$ cat src/rtl/run_ctrl_pkg.sv
// Shared types for the run controller: FSM states, command codes, halt causes.
// No logic; widths here are fixed by the command and cause encodings.
package run_ctrl_pkg;

  typedef enum logic [1:0] {
    ST_RUNNING  = 2'd0,
    ST_STEPPING = 2'd1,
    ST_HALTED   = 2'd2
  } state_t;

  typedef enum logic [1:0] {
    CMD_RUN   = 2'd0,
    CMD_HALT  = 2'd1,
    CMD_STEP  = 2'd2,
    CMD_CLEAR = 2'd3
  } cmd_t;

  localparam int CAUSE_W = 3;

  typedef enum logic [CAUSE_W-1:0] {
    CAUSE_NONE = 3'd0,
    CAUSE_CMD  = 3'd1,
    CAUSE_BP   = 3'd2,
    CAUSE_STEP = 3'd3,
    CAUSE_WDOG = 3'd4
  } cause_t;

  // Index width that stays legal for a single-channel build.
  function automatic int idx_w(input int n);
    return (n > 1) ? $clog2(n) : 1;
  endfunction

endpackage

$ cat src/rtl/run_ctrl_if.sv
// Core/debugger-facing bundle of the run controller: PC watch, commands, status and counters.
// master = core + debug host side, slave = run_ctrl.
interface run_ctrl_if #(
  parameter int PC_W   = 16,
  parameter int NUM_BP = 4,
  parameter int CNT_W  = 32,
  parameter int STEP_W = 8
) ();
  import run_ctrl_pkg::*;

  localparam int IDX_W = idx_w(NUM_BP);

  logic [PC_W-1:0]        pc_next;
  logic                   instr_valid;
  logic [NUM_BP*PC_W-1:0] bp_addr;
  logic [NUM_BP-1:0]      bp_en;
  logic                   cmd_valid;
  logic [1:0]             cmd;
  logic [STEP_W-1:0]      step_count;

  logic                   halt_req;
  logic                   halted;
  logic [CAUSE_W-1:0]     halt_cause;
  logic [IDX_W-1:0]       bp_hit_idx;
  logic [PC_W-1:0]        halt_pc;
  logic [CNT_W-1:0]       cycle_count;
  logic [CNT_W-1:0]       retire_count;

  modport master (
    output pc_next, instr_valid, bp_addr, bp_en, cmd_valid, cmd, step_count,
    input  halt_req, halted, halt_cause, bp_hit_idx, halt_pc, cycle_count, retire_count
  );

  modport slave (
    input  pc_next, instr_valid, bp_addr, bp_en, cmd_valid, cmd, step_count,
    output halt_req, halted, halt_cause, bp_hit_idx, halt_pc, cycle_count, retire_count
  );

endinterface

$ cat src/rtl/run_ctrl_bp_match.sv
// bp_match: combinational priority comparator of pc against NUM_BP enabled breakpoint addresses.
// Zero latency; lowest matching channel index wins.
module bp_match #(
  parameter int NUM_BP = 4,
  parameter int PC_W   = 16,
  parameter int IDX_W  = 2
) (
  input  logic [PC_W-1:0]        pc,
  input  logic [NUM_BP*PC_W-1:0] addr,
  input  logic [NUM_BP-1:0]      en,
  output logic                   hit,
  output logic [IDX_W-1:0]       idx
);

  // Scan downwards so the last assignment left standing is the lowest index.
  always_comb begin
    hit = 1'b0;
    idx = '0;
    for (int i = NUM_BP - 1; i >= 0; i--) begin
      if (en[i] && (addr[i*PC_W +: PC_W] == pc)) begin
        hit = 1'b1;
        idx = IDX_W'(i);
      end
    end
  end

endmodule

$ cat src/rtl/run_ctrl.sv
// run_ctrl: breakpoint/halt/single-step controller with saturating cycle and retire counters; idle watchdog under RUN_CTRL_WATCHDOG_EN.
// All status registered, 1-cycle response to hits and commands; no backpressure, commands are single-cycle strobes.
module run_ctrl
  import run_ctrl_pkg::*;
#(
  parameter int PC_W       = 16,
  parameter int NUM_BP     = 4,
  parameter int CNT_W      = 32,
  parameter int STEP_W     = 8,
  parameter int WDOG_LIMIT = 1024
) (
  input logic     clk,
  input logic     rst,
  run_ctrl_if.slave bus
);

  localparam int IDX_W = idx_w(NUM_BP);
  localparam logic [CNT_W-1:0] CNT_MAX = '1;

  state_t            state, state_nxt;
  cause_t            cause, cause_nxt;
  logic [STEP_W-1:0] remain, remain_nxt;
  logic [PC_W-1:0]   halt_pc_q;
  logic [IDX_W-1:0]  hit_idx_q;
  logic [CNT_W-1:0]  cyc_q, ret_q;
  logic              bp_mask;
  logic              bp_hit, bp_take, bp_stop, wdog_fire;
  logic [IDX_W-1:0]  bp_idx;
  logic              is_run, is_halt, is_step, is_clear;

  assign is_run   = bus.cmd_valid && (bus.cmd == CMD_RUN);
  assign is_halt  = bus.cmd_valid && (bus.cmd == CMD_HALT);
  assign is_step  = bus.cmd_valid && (bus.cmd == CMD_STEP);
  assign is_clear = bus.cmd_valid && (bus.cmd == CMD_CLEAR);

  bp_match #(.NUM_BP(NUM_BP), .PC_W(PC_W), .IDX_W(IDX_W)) u_bp_match (
    .pc   (bus.pc_next),
    .addr (bus.bp_addr),
    .en   (bus.bp_en),
    .hit  (bp_hit),
    .idx  (bp_idx)
  );

  // After a resume, the breakpoint we stopped on stays masked until the PC moves off it.
  assign bp_take = bp_hit && !(bp_mask && (bus.pc_next == halt_pc_q));

`ifdef RUN_CTRL_WATCHDOG_EN
  localparam int WD_W = $clog2(WDOG_LIMIT + 1);
  logic [WD_W-1:0] idle_cnt;

  assign wdog_fire = (state == ST_RUNNING) && !bus.instr_valid &&
                     (idle_cnt == WD_W'(WDOG_LIMIT - 1));

  always_ff @(posedge clk or posedge rst) begin
    if (rst)
      idle_cnt <= '0;
    else if ((state == ST_RUNNING) && (state_nxt == ST_RUNNING) && !bus.instr_valid)
      idle_cnt <= idle_cnt + 1'b1;
    else
      idle_cnt <= '0;
  end
`else
  // The limit only matters when the watchdog is compiled in.
  assign wdog_fire = (WDOG_LIMIT < 0);
`endif

  always_comb begin
    state_nxt  = state;
    cause_nxt  = cause;
    remain_nxt = remain;
    bp_stop    = 1'b0;
    case (state)
      ST_RUNNING: begin
        if (is_halt) begin
          state_nxt = ST_HALTED;
          cause_nxt = CAUSE_CMD;
        end else if (bp_take) begin
          state_nxt = ST_HALTED;
          cause_nxt = CAUSE_BP;
          bp_stop   = 1'b1;
        end else if (wdog_fire) begin
          state_nxt = ST_HALTED;
          cause_nxt = CAUSE_WDOG;
        end
      end
      ST_STEPPING: begin
        if (is_halt) begin
          state_nxt = ST_HALTED;
          cause_nxt = CAUSE_CMD;
        end else if (bus.instr_valid) begin
          remain_nxt = remain - 1'b1;
          if (remain == STEP_W'(1)) begin
            state_nxt = ST_HALTED;
            cause_nxt = CAUSE_STEP;
          end
        end
      end
      ST_HALTED: begin
        if (is_run) begin
          state_nxt = ST_RUNNING;
        end else if (is_step) begin
          state_nxt  = ST_STEPPING;
          remain_nxt = (bus.step_count == '0) ? STEP_W'(1) : bus.step_count;
        end
      end
      default: state_nxt = ST_RUNNING;
    endcase
  end

  always_ff @(posedge clk or posedge rst) begin
    if (rst) begin
      state     <= ST_RUNNING;
      cause     <= CAUSE_NONE;
      remain    <= '0;
      halt_pc_q <= '0;
      hit_idx_q <= '0;
      bp_mask   <= 1'b0;
      cyc_q     <= '0;
      ret_q     <= '0;
    end else begin
      state  <= state_nxt;
      cause  <= cause_nxt;
      remain <= remain_nxt;
      if ((state != ST_HALTED) && (state_nxt == ST_HALTED))
        halt_pc_q <= bus.pc_next;
      if (bp_stop)
        hit_idx_q <= bp_idx;
      if ((state == ST_HALTED) && is_run)
        bp_mask <= 1'b1;
      else if ((state == ST_RUNNING) && (bus.pc_next != halt_pc_q))
        bp_mask <= 1'b0;
      if (is_clear) begin
        cyc_q <= '0;
        ret_q <= '0;
      end else if (state != ST_HALTED) begin
        if (cyc_q != CNT_MAX)
          cyc_q <= cyc_q + 1'b1;
        if (bus.instr_valid && (ret_q != CNT_MAX))
          ret_q <= ret_q + 1'b1;
      end
    end
  end

  assign bus.halt_req     = (state == ST_HALTED);
  assign bus.halted       = (state == ST_HALTED);
  assign bus.halt_cause   = cause;
  assign bus.bp_hit_idx   = hit_idx_q;
  assign bus.halt_pc      = halt_pc_q;
  assign bus.cycle_count  = cyc_q;
  assign bus.retire_count = ret_q;

endmodule

$ cat src/flat_wrapper.sv
// flat-port wrapper written by rule: the top's interface ports become plain ports
module run_ctrl_flat import run_ctrl_pkg::*;
#(
  parameter int PC_W       = 16,
  parameter int NUM_BP     = 4,
  parameter int CNT_W      = 32,
  parameter int STEP_W     = 8,
  parameter int WDOG_LIMIT = 1024
)
  (clk, rst, bus_pc_next, bus_instr_valid, bus_bp_addr, bus_bp_en, bus_cmd_valid, bus_cmd, bus_step_count, bus_halt_req, bus_halted, bus_halt_cause, bus_bp_hit_idx, bus_halt_pc, bus_cycle_count, bus_retire_count);
  run_ctrl_if #(.PC_W(PC_W), .NUM_BP(NUM_BP), .CNT_W(CNT_W), .STEP_W(STEP_W)) bus_i ();
  input logic clk;
  input logic rst;
  input wire logic [$bits(bus_i.pc_next)-1:0] bus_pc_next;
  input wire logic [$bits(bus_i.instr_valid)-1:0] bus_instr_valid;
  input wire logic [$bits(bus_i.bp_addr)-1:0] bus_bp_addr;
  input wire logic [$bits(bus_i.bp_en)-1:0] bus_bp_en;
  input wire logic [$bits(bus_i.cmd_valid)-1:0] bus_cmd_valid;
  input wire logic [$bits(bus_i.cmd)-1:0] bus_cmd;
  input wire logic [$bits(bus_i.step_count)-1:0] bus_step_count;
  output wire logic [$bits(bus_i.halt_req)-1:0] bus_halt_req;
  output wire logic [$bits(bus_i.halted)-1:0] bus_halted;
  output wire logic [$bits(bus_i.halt_cause)-1:0] bus_halt_cause;
  output wire logic [$bits(bus_i.bp_hit_idx)-1:0] bus_bp_hit_idx;
  output wire logic [$bits(bus_i.halt_pc)-1:0] bus_halt_pc;
  output wire logic [$bits(bus_i.cycle_count)-1:0] bus_cycle_count;
  output wire logic [$bits(bus_i.retire_count)-1:0] bus_retire_count;
  assign bus_i.pc_next = bus_pc_next;
  assign bus_i.instr_valid = bus_instr_valid;
  assign bus_i.bp_addr = bus_bp_addr;
  assign bus_i.bp_en = bus_bp_en;
  assign bus_i.cmd_valid = bus_cmd_valid;
  assign bus_i.cmd = bus_cmd;
  assign bus_i.step_count = bus_step_count;
  assign bus_halt_req = bus_i.halt_req;
  assign bus_halted = bus_i.halted;
  assign bus_halt_cause = bus_i.halt_cause;
  assign bus_bp_hit_idx = bus_i.bp_hit_idx;
  assign bus_halt_pc = bus_i.halt_pc;
  assign bus_cycle_count = bus_i.cycle_count;
  assign bus_retire_count = bus_i.retire_count;
  run_ctrl #(.PC_W(PC_W), .NUM_BP(NUM_BP), .CNT_W(CNT_W), .STEP_W(STEP_W), .WDOG_LIMIT(WDOG_LIMIT)) u_core (.clk(clk), .rst(rst), .bus(bus_i));
endmodule
$ cat config.mk
export PLATFORM = sky130hd
export DESIGN_NAME = run_ctrl_flat
export DESIGN_NICKNAME = d
export VERILOG_FILES = /design/src/rtl/run_ctrl_pkg.sv /design/src/rtl/run_ctrl_if.sv /design/src/rtl/run_ctrl_bp_match.sv /design/src/rtl/run_ctrl.sv /design/src/flat_wrapper.sv
export SDC_FILE = /design/constraint.sdc
export NUM_CORES = 1
export LEC_CHECK = 0
export ABC_AREA = 1
export BUFFER_PORTS_ARGS = -buffer_cell sky130_fd_sc_hd__buf_4
export CORE_MARGIN = 2
export CORE_UTILIZATION = 45
export CTS_BUF_LIST = sky130_fd_sc_hd__clkbuf_2 sky130_fd_sc_hd__clkbuf_4 sky130_fd_sc_hd__clkbuf_8
export DETAILED_ROUTE_END_ITERATION = 16
export GPL_ROUTABILITY_DRIVEN = 0
export HOLD_SLACK_MARGIN = 0.03
export PLACE_DENSITY = 0.72
export SETUP_SLACK_MARGIN = 0.1
export SYNTH_ARGS = -nofsm -noshare
export SYNTH_HDL_FRONTEND = slang
export SYNTH_HIERARCHICAL = 1
export SYNTH_SLANG_ARGS = --single-unit
$ cat constraint.sdc
create_clock -name clk -period 2.6 [get_ports clk]
set_input_delay 0.26 -clock clk [delete_from_list [all_inputs] [get_ports clk]]
set_output_delay 0.26 -clock clk [all_outputs]
set_load 0.01 [all_outputs]
* Word level (Yosys, flattened, before mapping) *
Index checks and enable logic that the tools add are counted.

word-level totals
  register bits after elaboration = 96
  input bits = 98
  output and inout bits = 87

cells by class
  add/subtract/negate cells = 3
  equality and inequality tests = 23
  multiplexer cells = 39
  reduce and logical (&&, ||, !) cells = 28

operator list
  operator                                                number
  2-to-1 mux 32 bit                                       6
  == test 16 bit                                          5
  adder 32 x 1 -> 32 bit (second input constant)          2
  inequality test 32 bit (second input constant)          2
  2-to-1 mux 8 bit                                        5
  2-to-1 mux 2 bit                                        11
  inequality test 16 bit                                  1
  case mux 8 bit (2 select lines)                         1
  2-to-1 mux 3 bit                                        5
  logical AND 1 bit                                       14
  nonzero test 2 bit                                      6
  2-to-1 mux 1 bit                                        9
  == test 2 bit (second input constant)                   4
  == test 8 x 1 -> 1 bit (second input constant)          1
  zero test 8 bit                                         1
  inequality test 2 bit (second input constant)           4
  subtractor 8 x 1 -> 8 bit (second input constant)       1
  inequality test 3 x 1 -> 1 bit (second input constant)  2
  case mux 2 bit (3 select lines)                         1
  case mux 3 bit (2 select lines)                         1
  AND reduction 5 bit                                     1
  == test 2 x 1 -> 1 bit (second input constant)          2
  zero test 2 bit                                         2
  AND reduction 2 bit                                     2
  4 further kinds                                         4

* Logic depth before layout (Yosys ltp) *
Gate-level depths: netlist (run 1).

  depth in word-level cells = 12
  mapped depth = 16
  mapped depth without buffers = 15

* Hierarchy *
Netlist (run 1), hierarchy kept.

by module, submodules not included
  module    instances  cells each  area each (um^2)  sequential area each (um^2)
  run_ctrl  1          885         6251.0            2377.3
  bp_match  1          226         1002.2            0.0

* Worst setup path before layout (run 1) *
Ideal clock, no wire load.

  kind = register to register
  start = reg u_core.ret_q[0], in the netlist u_core/bus.retire_count[0]
  end = reg u_core.ret_q[13], in the netlist u_core/bus.retire_count[13]
  library setup time = 0.095 ns
  arrival = 1.687 ns
  slack = 0.817 ns
  cell stages (with the launch flop) = 13
  path buffers = 1
  period minus slack after synthesis = 1.783 ns
  cell sequence = dfrtp_1 -> ha_1 -> nand3_2 -> inv_2 -> nand2_2 -> nor2_4 -> nand3b_4 -> nand2_4 -> nand2_4 -> clkinv_4 -> buf_8 -> nand2_1 -> o31ai_1

on the way
  longest elaborated chain between the ends = 4

RTL lines
  element                                                                  RTL line                          text
  from (decl)                                                              run_ctrl.sv:25                    logic [CNT_W-1:0] cyc_q, ret_q;
  from (signal assigned)                                                   run_ctrl.sv:139                   ret_q <= ret_q + 1'b1;
  adder 32 x 1 -> 32 bit / inequality test 32 bit (equally long branches)  run_ctrl.sv:139, run_ctrl.sv:138
  2-to-1 mux 32 bit / logical AND 1 bit (equally long branches)            run_ctrl.sv:138                   if (bus.instr_valid && (ret_q != CNT_MAX))
  2-to-1 mux 32 bit / nonzero test 2 bit (equally long branches)           -
  2-to-1 mux 32 bit / AND reduction 2 bit (equally long branches)          -

Several ways; a longest one is shown, not always the timed one. The select of a mux whose other input is x is not followed.
A chain may end at the register's enable or synchronous reset.

* Worst setup path in the final report (run 1) *
  start = reg u_core.cyc_q[0], in the netlist u_core/bus.cycle_count[0]
  end = reg u_core.cyc_q[30], in the netlist u_core/bus.cycle_count[30]

on the way
  longest elaborated chain between the ends = 4

RTL lines
  element                 RTL line         text
  from (decl)             run_ctrl.sv:25
  from (signal assigned)  run_ctrl.sv:137  cyc_q <= cyc_q + 1'b1;
  adder 32 x 1 -> 32 bit  run_ctrl.sv:137
  2-to-1 mux 32 bit       run_ctrl.sv:136  if (cyc_q != CNT_MAX)
  2-to-1 mux 32 bit       run_ctrl.sv:135  end else if (state != ST_HALTED) begin
  2-to-1 mux 32 bit       run_ctrl.sv:132  if (is_clear) begin

Several ways; a longest one is shown, not always the timed one. The select of a mux whose other input is x is not followed.

==> flow_metrics.env, run 1 <==
export IMPL_die_y_um=131.0
export IMPL_grt_max_degree=65
export IMPL_grt_antenna_before_repair=0
export IMPL_syn_area_mm2=0.007253
export IMPL_setup_viol=0
export IMPL_synth_edf_count=0
export IMPL_ant_nets=0
export IMPL_routed_wirelength_um=23080
export IMPL_via_per_inst=5.282
export IMPL_grt_pass1_vias=7262
export IMPL_rsz0062_at_grt="no"
export IMPL_via_count=7986
export IMPL_ys_types=48
export IMPL_dieWidth_um=131.0
export IMPL_cts_tree="built"
export IMPL_cts_repair_resized=0
export IMPL_start_kind="register"
export IMPL_hp_class="in -> reg"
export IMPL_powerDensity_mw_per_mm2=630.6
export IMPL_fillerInstances=1599
export IMPL_post_cts_buffers=0
export IMPL_grt_overflow=0
export IMPL_power_leakage_nw=4.423
export IMPL_tns_ns=0
export IMPL_grt_pass1_wl_um=35550
export IMPL_power_total_w=0.005692
export IMPL_dr_pass1_iters=5
export IMPL_dieArea_mm2=0.01715
export IMPL_drc=0
export IMPL_finalHoldViolations=0
export IMPL_status="finished clean"
export IMPL_synthTopCellsByArea="dfrtp_1, nand2_1, inv_1"
export IMPL_holdBufCountCts=1
export IMPL_root_buffer="clkbuf_8"
export IMPL_fmax_mhz=442.8
export IMPL_diodes=0
export IMPL_slew_headroom=0.4958
export IMPL_yosysSeqAreaShare=0.3278
export IMPL_ys_warn_count=6
export IMPL_ys_ff_latch=95
export IMPL_htreeDepth=3
export IMPL_cp_required_ns=2.86
export IMPL_drive_above_1_share=0.2130
export IMPL_syn_inst=1111
export IMPL_synth_top_area_share=0.3278
export IMPL_min_period_ns=2.259
export IMPL_synth_most_common_cell="nand2_1"
export IMPL_post_dp_cell_area_mm2=0.008818
export IMPL_irDropWorstVdd_v=0.0003822
export IMPL_cts_buffers=9
export IMPL_drtIter0Drc=556
export IMPL_worst_pin_slew_ns=0.7547
export IMPL_cts_buffer_depth=2
export IMPL_wl_per_cell_um=15.26
export IMPL_async_reset_ff_frac=1.000
export IMPL_syn_avg_cell_area_um2=6.529
export IMPL_worst_path_max_fanout=23
export IMPL_cp_arrival_ns=2.52
export IMPL_synthToLayoutAreaGrowth_pct=24.44
export IMPL_cts_sinks=95
export IMPL_clk_pin_slew_ns=0.10
export IMPL_grt_usage=0.2651
export IMPL_synth_flop_cell="dfrtp_1"
export IMPL_port_buffers=183
export IMPL_fin_skew_ns=0.01096
export IMPL_fin_nets=1393
export IMPL_pin_count=185
export IMPL_path_class="reg -> reg"
export IMPL_synth_area_leader_cell="dfrtp_1"
export IMPL_worst_skew_pair_late_latency_ns=0.39
export IMPL_hpwl_um=17720
export IMPL_critPathMaxStageDelay_ns=0.41
export IMPL_slowest_stage="dfrtp_1"
export IMPL_coreArea_mm2=0.01583
export IMPL_crit_chain="ha_1 > nand3_2 > inv_2 > nand2_1 > nor2_1 > nand3_1 > nand2_2 > inv_2 > nand3_1 > o21ai_1"
export IMPL_synthesis_nets=1213
export IMPL_period_share=0.8687
export IMPL_final_max_slew_violation_count=0
export IMPL_rows=46
export IMPL_ys_top_cells_by_count="nand2_1, inv_1, nor2_1"
export IMPL_max_cap_violations=0
export IMPL_start_util=0.4583
export IMPL_cp_end_kind="register"
export IMPL_stdcell_area_mm2=0.009026
-- metal layers --
metal / track usage / vias to the layer above / share of wire
met1: 0.3218 / 3693 / 0.41
met2: 0.4700 / 324 / 0.49
li1: - / 3929 / -
met5: 0 / - / 0
met3: 0.04805 / 40 / 0.074
met4: 0.09637 / 0 / 0.025
-- report_power, final --
group / total, W / internal [W] / switching (W)
Clock: 0.00102 / 0.000446 / 0.000572
Sequential: 0.00220 / 0.00181 / 0.000394
Combinational: 0.00247 / 0.000973 / 0.00150
Total: 0.00569 / 0.00323 / 0.00247
-- critical path, delay by kind of cell (launching register included) --
family | cells | cell delay, ns
simple gates | 6 | 1.00
fa+ha+maj | 1 | 0.30
buf+inv | 2 | 0.35
compound gates | 1 | 0.07
flops | 1 | 0.41
-- kinds of logic (layout without fill, tap and decap cells) --
family,after synthesis,in the layout,synth area share
AND/OR/NAND/NOR,664,664,0.4004
buffers and inverters,164,349,0.09626
XOR/XNOR,40,40,0.04830
other,1,1,0.0005170
flip-flops,95,95,0.3278
multiplexers,1,1,0.001552
AO/OA/AOI/OAI,142,142,0.1183
adder cells (fa/ha/maj),4,4,0.006900
-- path summary, 6_finish.rpt --
kind | cells after the start | slack [ns] | to | start
max | 10 | 0.34 | u_core/bus.cycle_count[30] | u_core/bus.cycle_count[0]
min | 2 | 0.13 | u_core/bp_mask | bus_cmd[1]
max reg2reg | 10 | 0.34 | u_core/bus.cycle_count[30] | u_core/bus.cycle_count[0]
min reg2reg | 2 | 0.49 | u_core/bus.halt_cause[1] | u_core/bus.halt_cause[1]
max in group asynchronous | 4 | 1.28 | u_core/bus.retire_count[12] | rst
min in group asynchronous | 3 | 0.54 | u_core/remain[4] | rst
-- cell usage in the layout, fill, tap and decap left out, types with 2 or more instances in the layout --
cell / instances
xnor2_1: 7
ha_1: 4
nand3_1: 78
o21ai_2: 22
inv_2: 13
nor3_2: 3
clkinv_2: 2
nand2_2: 5
o31ai_1: 4
clkinvlp_4: 2
buf_4: 188
nand2_1: 356
nand4_1: 27
clkinv_4: 4
a22oi_1: 3
nand3b_1: 10
or2_2: 7
inv_1: 126
nor4_1: 2
xor2_1: 33
nand3_2: 3
nor2_2: 4
buf_12: 2
a21oi_1: 18
nand2_4: 3
nor2_1: 124
clkbuf_8: 9
dfrtp_1: 95
nor3_1: 37
o21ai_0: 64
o22ai_1: 6
nor2_4: 2
a21o_1: 2
o21ai_1: 14
o211ai_1: 3
-- per-stage QoR --
step / utilization / hold WS [ns] / std cells / setup slack [ns]
after detailed placement: 0.5572 / 0.4284 / 1495 / 0.3894
after global routing: 0.5703 / 0.1289 / 1512 / 0.1406
after floorplan: - / 0.4046 / 1111 / 0.8171
after CTS: 0.5703 / 0.1126 / 1512 / 0.3496
after global placement: 0.5572 / 0.4275 / 1495 / 0.4518
final: 0.5703 / 0.1310 / 1512 / 0.3414
-- area by class of cell --
| cell class | count | area [µm²] | area share |
|---|---|---|---|
| clock inverters | 7 | 73.82 | 0.008179 |
| inverters | 142 | 541.8 | 0.06002 |
| repair buffers | 191 | 1461 | 0.1619 |
| flip-flops and latches | 95 | 2377 | 0.2634 |
| clock buffers | 9 | 123.9 | 0.01372 |
| multi-input cells | 852 | 4178 | 0.4629 |
| well taps | 216 | 270.3 | 0.02994 |
-- registers in the layout, summed over array words and instances, names as in the netlist --
register and flops:
u_core/remain 8, u_core/bus.halt_pc 16, u_core/state 2, u_core/bus.bp_hit_idx 2, u_core/bus.cycle_count 32, u_core/bus.retire_count 32
u_core/bus.halt_cause 2, u_core/bp_mask 1
No activity file was read; power rests on OpenSTA's default activity.
==> inputs of run 2 (changes only) <==
- PLACE_DENSITY: 0.72 -> 0.69
- TNS_END_PERCENT: default -> 30
- clock period: 2.6 -> 2.25 ns (I/O delays scaled with it)
==> flow_metrics.env, run 2 (synthesized netlist as in run 1, its figures left out) <==
export IMPL_status="finished clean"
export IMPL_root_buffer="clkbuf_8"
export IMPL_post_dp_cell_area_mm2=0.008941
export IMPL_via_count=7964
export IMPL_tns_ns=0
export IMPL_cts_buffers=9
export IMPL_cp_arrival_ns=2.30
export IMPL_final_common_cell="nand2_1"
export IMPL_dr_pass1_iters=6
export IMPL_fin_ws_ns=0.2364
export IMPL_grt_pass1_vias=7340
export IMPL_wl_per_cell_um=15.12
export IMPL_start_kind="register"
export IMPL_fin_nets=1411
export IMPL_clk_pin_slew_ns=0.10
export IMPL_synthToLayoutAreaGrowth_pct=26.31
export IMPL_hold_slack_ns=0.09820
export IMPL_max_cap_violations=0
export IMPL_final_seq_area_mm2=0.002377
export IMPL_pin_count=185
export IMPL_drc=0
export IMPL_slew_headroom=0.6386
export IMPL_grt_antenna_before_repair=0
export IMPL_drive_above_1_share=0.2245
export IMPL_routed_wirelength_um=23140
export IMPL_die_y_um=131.0
export IMPL_fin_skew_ns=0.01067
export IMPL_power_leakage_nw=4.504
export IMPL_fillerInstances=1565
export IMPL_final_max_slew_violation_count=0
export IMPL_rsz0062_at_grt="yes"
export IMPL_hpwl_um=17640
export IMPL_multi_input_area_mm2=0.004180
export IMPL_dp_slack_ns=0.1477
export IMPL_ant_nets=0
export IMPL_port_buffers=183
export IMPL_setup_viol=0
export IMPL_stdcell_area_mm2=0.009161
export IMPL_grt_overflow=0
export IMPL_finalHoldViolations=0
export IMPL_powerDensity_mw_per_mm2=723.5
export IMPL_coreArea_mm2=0.01583
export IMPL_met2_usage=0.4361
export IMPL_diodes=0
export IMPL_grt_usage=0.2644
export IMPL_cp_end_kind="register"
export IMPL_via_per_inst=5.205
export IMPL_cts_sinks=95
export IMPL_min_period_ns=2.014
export IMPL_path_class="reg -> reg"
export IMPL_start_util=0.4583
export IMPL_cts_buffer_depth=2
export IMPL_drtIter0Drc=565
export IMPL_final_cell_mix="nand2_1, buf_4, inv_1"
export IMPL_period_share=0.8950
export IMPL_rows=46
export IMPL_grt_max_degree=96
export IMPL_cts_tree="built"
export IMPL_use_met1=0.3397
export IMPL_worst_pin_slew_ns=0.5421
export IMPL_fmax_mhz=496.6
export IMPL_worst_skew_pair_late_latency_ns=0.38
export IMPL_worst_path_max_fanout=25
export IMPL_grt_pass1_wl_um=35740
export IMPL_dieWidth_um=131.0
export IMPL_grt_busiest_layer="met2"
export IMPL_post_cts_buffers=0
export IMPL_cp_required_ns=2.54
export IMPL_irDropWorstVdd_v=0.0004567
export IMPL_htreeDepth=3
export IMPL_use_met3=0.04682
export IMPL_hp_class="in -> reg"
export IMPL_dieArea_mm2=0.01715
## run 2: final cells by class
type,instances,area share
Inverter,142,0.05914
Sequential cell,95,0.2595
Timing Repair Buffer,209,0.1729
Clock buffer,10,0.01502
Multi-Input combinational cell,852,0.4563
Clock inverter,6,0.007648
Tap cell,216,0.02950
## run 2: path summary, 6_finish.rpt
path                                              from                          end  slack (ns)  cells past startpoint
max                        u_core/bus.retire_count[26]   u_core/bus.retire_count[6]        0.24                      9
min                                         bus_cmd[1]               u_core/bp_mask         0.1                      2
max reg2reg                u_core/bus.retire_count[26]   u_core/bus.retire_count[6]        0.24                      9
min reg2reg                   u_core/bus.bp_hit_idx[1]     u_core/bus.bp_hit_idx[1]        0.48                      2
max in group asynchronous                          rst  u_core/bus.retire_count[11]        1.30                      4
min in group asynchronous                          rst   u_core/bus.cycle_count[26]        0.53                      4
## run 2: layer usage
layer,part of all wire,vias to the layer above
met4,0.035,0
met1,0.43,3639
met2,0.46,311
li1,-,3961
met5,0,-
met3,0.081,53
## run 2: power by group
part / internal (W) / total [W] / switching (W)
Sequential: 0.00209 / 0.00252 / 0.000435
Clock: 0.000548 / 0.00120 / 0.000657
Combinational: 0.00118 / 0.00290 / 0.00172
Total: 0.00381 / 0.00663 / 0.00282
## run 2: worst max-delay path: stages, from the launching register on
cell and delay [ns]:
dfrtp_1 0.47, nand2_1 0.12, nor2_1 0.28, nand4_1 0.19, nand3b_4 0.21, nand2_4 0.08, nand2_4 0.22, clkinv_4 0.21
nand2_1 0.07, o31ai_1 0.07
## run 2: repair_timing
action	4_1_cts	5_1_grt
setup endpoints to repair	0	10
resized for setup	0	1
hold buffers	1	0
hold endpoints to repair	95	0
## run 2: metrics by stage
step / cells / utilization / total power [W]
final: 1530 / 0.5788 / 0.006628
after global routing: 1530 / 0.5788 / 0.007123
after CTS: 1530 / 0.5787 / 0.006677
after detailed placement: 1513 / 0.5649 / 0.005447
after global placement: 1513 / 0.5649 / 0.005407
after floorplan: 1111 / - / 0.004294
